### config.mk
export PLATFORM = sky130hd
export DESIGN_NAME = td4_prog_loader
export DESIGN_NICKNAME = d
export VERILOG_FILES = /design/src/rtl/td4_prog_loader.sv
export SDC_FILE = /design/constraint.sdc
export NUM_CORES = 1
export LEC_CHECK = 0
export BUFFER_PORTS_ARGS = -buffer_cell sky130_fd_sc_hd__buf_2
export CORE_MARGIN = 3
export CORE_UTILIZATION = 45
export CTS_CLUSTER_DIAMETER = 120
export DETAILED_ROUTE_END_ITERATION = 12
export PLACE_DENSITY = 0.59
export SLEW_MARGIN = 20
export SYNTH_ARGS = -nofsm -noshare
export SYNTH_HDL_FRONTEND = slang
export SYNTH_SLANG_ARGS = --single-unit
### constraint.sdc
create_clock -name clk -period 6.7 [get_ports clk]
set_clock_uncertainty 0.2 [all_clocks]
set_input_delay 1.34 -clock clk [delete_from_list [all_inputs] [get_ports clk]]
set_output_delay 1.34 -clock clk [all_outputs]
set_load 0.02 [all_outputs]
### src/rtl/td4_prog_loader.sv
// Serially loaded program memory for the TD4 core: combinational fetch port,
// holds the core in reset while a new image is shifted in MSB first.
module td4_prog_loader #(
  parameter int ADDR_W = 4,
  parameter int DATA_W = 8
) (
  input  logic              clk,
  input  logic              rst,
  input  logic [ADDR_W-1:0] addres,
  output logic [DATA_W-1:0] data,
  input  logic              ld_en,
  input  logic              run_req,
  input  logic              ser_valid,
  input  logic              ser_in,
  output logic              cpu_rst_n,
  output logic              load_busy,
  output logic              load_err,
  output logic [ADDR_W:0]   prog_cnt,
  output logic [DATA_W-1:0] csum
);

  localparam int DEPTH = 2**ADDR_W;
  localparam int BC_W  = $clog2(DATA_W);

  typedef enum logic [1:0] {S_IDLE, S_LOAD, S_RUN} state_t;

  state_t              state_q, state_d;
  logic [DATA_W-1:0]   shift_q, shift_d;
  logic [BC_W-1:0]     bit_cnt_q, bit_cnt_d;
  logic [ADDR_W-1:0]   wr_ptr_q, wr_ptr_d;
  logic [ADDR_W:0]     prog_cnt_q, prog_cnt_d;
  logic [DATA_W-1:0]   csum_q, csum_d;
  logic                load_err_q, load_err_d;
  logic                armed_q, armed_d;
  logic [DATA_W-1:0]   mem_q [DEPTH];
  logic                wr_en;
  logic [DATA_W-1:0]   wr_word;

  assign data      = mem_q[addres];
  assign cpu_rst_n = (state_q == S_RUN);
  assign load_busy = (state_q == S_LOAD);
  assign load_err  = load_err_q;
  assign prog_cnt  = prog_cnt_q;
  assign csum      = csum_q;

  always_comb begin
    state_d    = state_q;
    shift_d    = shift_q;
    bit_cnt_d  = bit_cnt_q;
    wr_ptr_d   = wr_ptr_q;
    prog_cnt_d = prog_cnt_q;
    csum_d     = csum_q;
    load_err_d = load_err_q;
    // A new load from RUN needs ld_en to have been seen low since the last completion.
    armed_d    = armed_q | ~ld_en;
    wr_en      = 1'b0;
    wr_word    = {shift_q[DATA_W-2:0], ser_in};

    case (state_q)
      S_IDLE: begin
        if (ld_en) begin
          state_d = S_LOAD;
        end else if (run_req) begin
          state_d = S_RUN;
        end
      end
      S_LOAD: begin
        if (!ld_en) begin
          state_d    = S_IDLE;
          load_err_d = 1'b1;
          bit_cnt_d  = '0;
          shift_d    = '0;
        end else if (ser_valid) begin
          shift_d = wr_word;
          if (bit_cnt_q == BC_W'(DATA_W-1)) begin
            bit_cnt_d  = '0;
            wr_en      = 1'b1;
            wr_ptr_d   = wr_ptr_q + ADDR_W'(1);
            prog_cnt_d = prog_cnt_q + (ADDR_W+1)'(1);
            csum_d     = csum_q + wr_word;
            if (wr_ptr_q == ADDR_W'(DEPTH-1)) begin
              state_d = S_RUN;
              armed_d = 1'b0;
            end
          end else begin
            bit_cnt_d = bit_cnt_q + BC_W'(1);
          end
        end
      end
      S_RUN: begin
        if (ld_en && armed_q) begin
          state_d = S_LOAD;
        end
      end
      default: state_d = S_IDLE;
    endcase

    if (state_d == S_LOAD && state_q != S_LOAD) begin
      shift_d    = '0;
      bit_cnt_d  = '0;
      wr_ptr_d   = '0;
      prog_cnt_d = '0;
      csum_d     = '0;
      load_err_d = 1'b0;
    end
  end

  always_ff @(posedge clk or posedge rst) begin
    if (rst) begin
      state_q    <= S_IDLE;
      shift_q    <= '0;
      bit_cnt_q  <= '0;
      wr_ptr_q   <= '0;
      prog_cnt_q <= '0;
      csum_q     <= '0;
      load_err_q <= 1'b0;
      armed_q    <= 1'b0;
    end else begin
      state_q    <= state_d;
      shift_q    <= shift_d;
      bit_cnt_q  <= bit_cnt_d;
      wr_ptr_q   <= wr_ptr_d;
      prog_cnt_q <= prog_cnt_d;
      csum_q     <= csum_d;
      load_err_q <= load_err_d;
      armed_q    <= armed_d;
    end
  end

  // Reset image is all 0x00, which the core executes as a NOP.
  always_ff @(posedge clk or posedge rst) begin
    if (rst) begin
      for (int i = 0; i < DEPTH; i++) begin
        mem_q[i] <= '0;
      end
    end else if (wr_en) begin
      mem_q[wr_ptr_q] <= wr_word;
    end
  end

endmodule

==> run summary <==
Final Max Tran Viols -> 0
GP Congestion -> 0.789
clock root buffer -> clkbuf_16
Unique masters post-synth -> 46
I/O Buffers -> 33
number of CTS-inserted buffers -> 17
unrepaired setup endpoints after global routing -> no
I/O pin cnt -> 34
critical path fanouts, max -> 32
Cell Pwr Density -> 249 nW/um^2
LEAKAGE -> 4.16 nW
CTS clk-pin slew, worst paths -> 60 ps
Initial Utilization -> 46.9%
number of global-route vias before repair -> 4,477
HPWL after detailed placement -> 11,000 um
# DRC -> 0
CP Class -> in2out
Die Y -> 136 um
Hold Path Class -> reg2reg
total iterations of the first detailed-routing run -> 4
H-tree Lvls -> 4
Die Wd -> 136 um
clock sinks -> 159
Avg WL per Cell -> 23.0 um
worst slew pin tran -> 1060 ps
vias per cell -> 5.81
GRT Residual Overflow -> 0
ANT cells -> 0
CTS tree -> built
GRT Total Usage -> 20.4%
Final Cycle Share -> 70.1%
Max Clk Rate -> 213 MHz
# rows -> 46
Nets -> 550
share of cells above drive strength 1 -> 47.2%
Final setup viols -> 0
Synth Cell Area -> 7590 um^2
drt first-iter violations -> 304
slew margin rel. -> 29.5%
Setup crit start kind -> input pin
clock period minus worst slack -> 4700 ps
Async S/R FF share, synth -> 100%
most numerous cell in the Yosys netlist -> dfrtp_1
top cell type's share of synthesized area -> 52.4%
maximum number of pins on one net before global-route repair -> 99
initial antenna violation count -> 0
number of synthesized register bits -> 159
final WL -> 17,400 um
vias -> 4,381
Clock Path Buffers -> 2
Placed Cells incl. Taps -> 722
Peak VDD IR -> 181 uV
Fin. Hold Viols -> 0
Detail Route Antenna Nets -> 0
CP arrival -> 3160 ps
Syn Area/Cell -> 15.2 um^2
Filler Cell Count -> 1,303
max_cap viols -> 0
post-layout util -> 52.8%
core area -> 16,200 um^2
yosys warns -> 0
status -> complete, no violations
first-pass GRT wire length -> 27,600 um
Final Non-Filler Cells -> 754
syn nets -> 525
Die Area -> 18,500 um^2
required time worst endpoint -> 5160 ps
crit end category -> primary output
Skew-Pair Late Insertion Delay -> 420 ps
hold_buf cts -> 0
number of synthesized flops with an enable pin -> 0
Area growth syn-to-layout -> 12.6%
Post-Synthesis Cells -> 500
post-synthesis sequential area ratio -> 52.4%
CTS resizes -> 0
number of setup buffers added after CTS -> 0
Top FF cell, synth -> dfrtp_1
commonest cells in the netlist -> 159 x dfrtp_1, 120 x mux2_2, 40 x mux4_2
leading area contributor after synthesis -> dfrtp_1
setup TNS -> 0 ps
synth top area cells -> dfrtp_1 52%, mux2_2 18%, mux4_2 12%, ha_1 2.3%, nand3_4 1.6%
==> registers in the layout, summed over array words and instances, names as in the netlist <==
signal / cells
load_err: 1
prog_cnt: 5
armed_q: 1
bit_cnt_q: 3
state_q: 2
shift_q: 7
csum: 8
mem_q: 128
wr_ptr_q: 4
==> per-stage QoR <==
step	hold WS [ps]	instance area, um^2	power (mW)	setup slack, ps
detailed placement	281	7870	1.07	1580
finish	289	8540	2.13	2000
floorplan	263	7590	1.05	868
CTS	296	8540	2.15	1580
global placement	274	7870	1.07	1670
global route	312	8540	2.20	1900
==> power breakdown <==
part	switching [mW]	internal, mW
Sequential	0.0105	0.966
Combinational	0.0556	0.0227
Clock	0.391	0.682
==> final timing paths <==
kind / slack, ps / depth (start not counted) / end / startpoint
min in group asynchronous: 920 / 2 / csum[5] / rst
max in group asynchronous: 4060 / 3 / mem_q[83] / rst
setup reg to reg: 3920 / 3 / mem_q[33] / wr_ptr_q[3]
setup / recovery: 2000 / 4 / data[5] / addres[0]
hold reg to reg: 290 / 2 / load_err / load_err
hold / removal: 290 / 2 / load_err / load_err
==> cells in the final DEF (no fill, tap or decap), types with 3 or more instances in the layout <==
cell	Yosys	final
dfrtp_1	159	159
mux2_2	120	120
mux4_2	40	40
buf_2	4	32
nand2_1	22	22
clkbuf_16	0	17
ha_1	14	14
o21ai_0	13	13
nor2_1	9	9
a22o_1	8	8
mux2_4	8	8
nand3_4	7	7
a21oi_1	7	7
inv_1	7	6
nor2b_1	7	6
nand3_1	6	6
xor2_1	5	5
bufinv_16	0	5
xnor2_1	4	4
nor3b_1	3	3
nand4_1	3	3
nand4_2	3	3
nand3_2	3	3
clkinv_4	0	3
buf_4	6	3
==> area by class of cell <==
type | instances | area, um^2 | area share [%]
clock buffer | 19 | 453 | 5.30
clock inverter | 13 | 210 | 2.46
inverter | 7 | 31.3 | 0.366
multi-input combinational | 305 | 3410 | 40.0
sequential | 159 | 3980 | 46.6
tap | 216 | 270 | 3.16
timing repair buffer | 35 | 183 | 2.14
==> worst max-delay path, cell delays in order <==
cell    delay, ps
buf_4         500
mux4_2        590
mux4_2        510
buf_2         190
==> kinds of logic after synthesis <==
| family | after synthesis | synth area share [%] |
|---|---|---|
| adders and majority gates | 15 | 2.57 |
| buffers and inverters | 36 | 2.57 |
| AOI/OAI and AO/OA | 39 | 3.38 |
| muxes | 169 | 31.4 |
| xor gates and xnor gates | 9 | 1.04 |
| DFF | 159 | 52.4 |
| and+or+nand+nor | 73 | 6.58 |
==> metal layers <==
layer	up-vias	track usage, %	wire length, um
li1	1928	-	-
met3	17	4.59	726
met4	0	6.16	200
met5	-	0	0
met2	80	30.9	8340
met1	2356	29.6	8090
(Power assumes the default switching activity.)
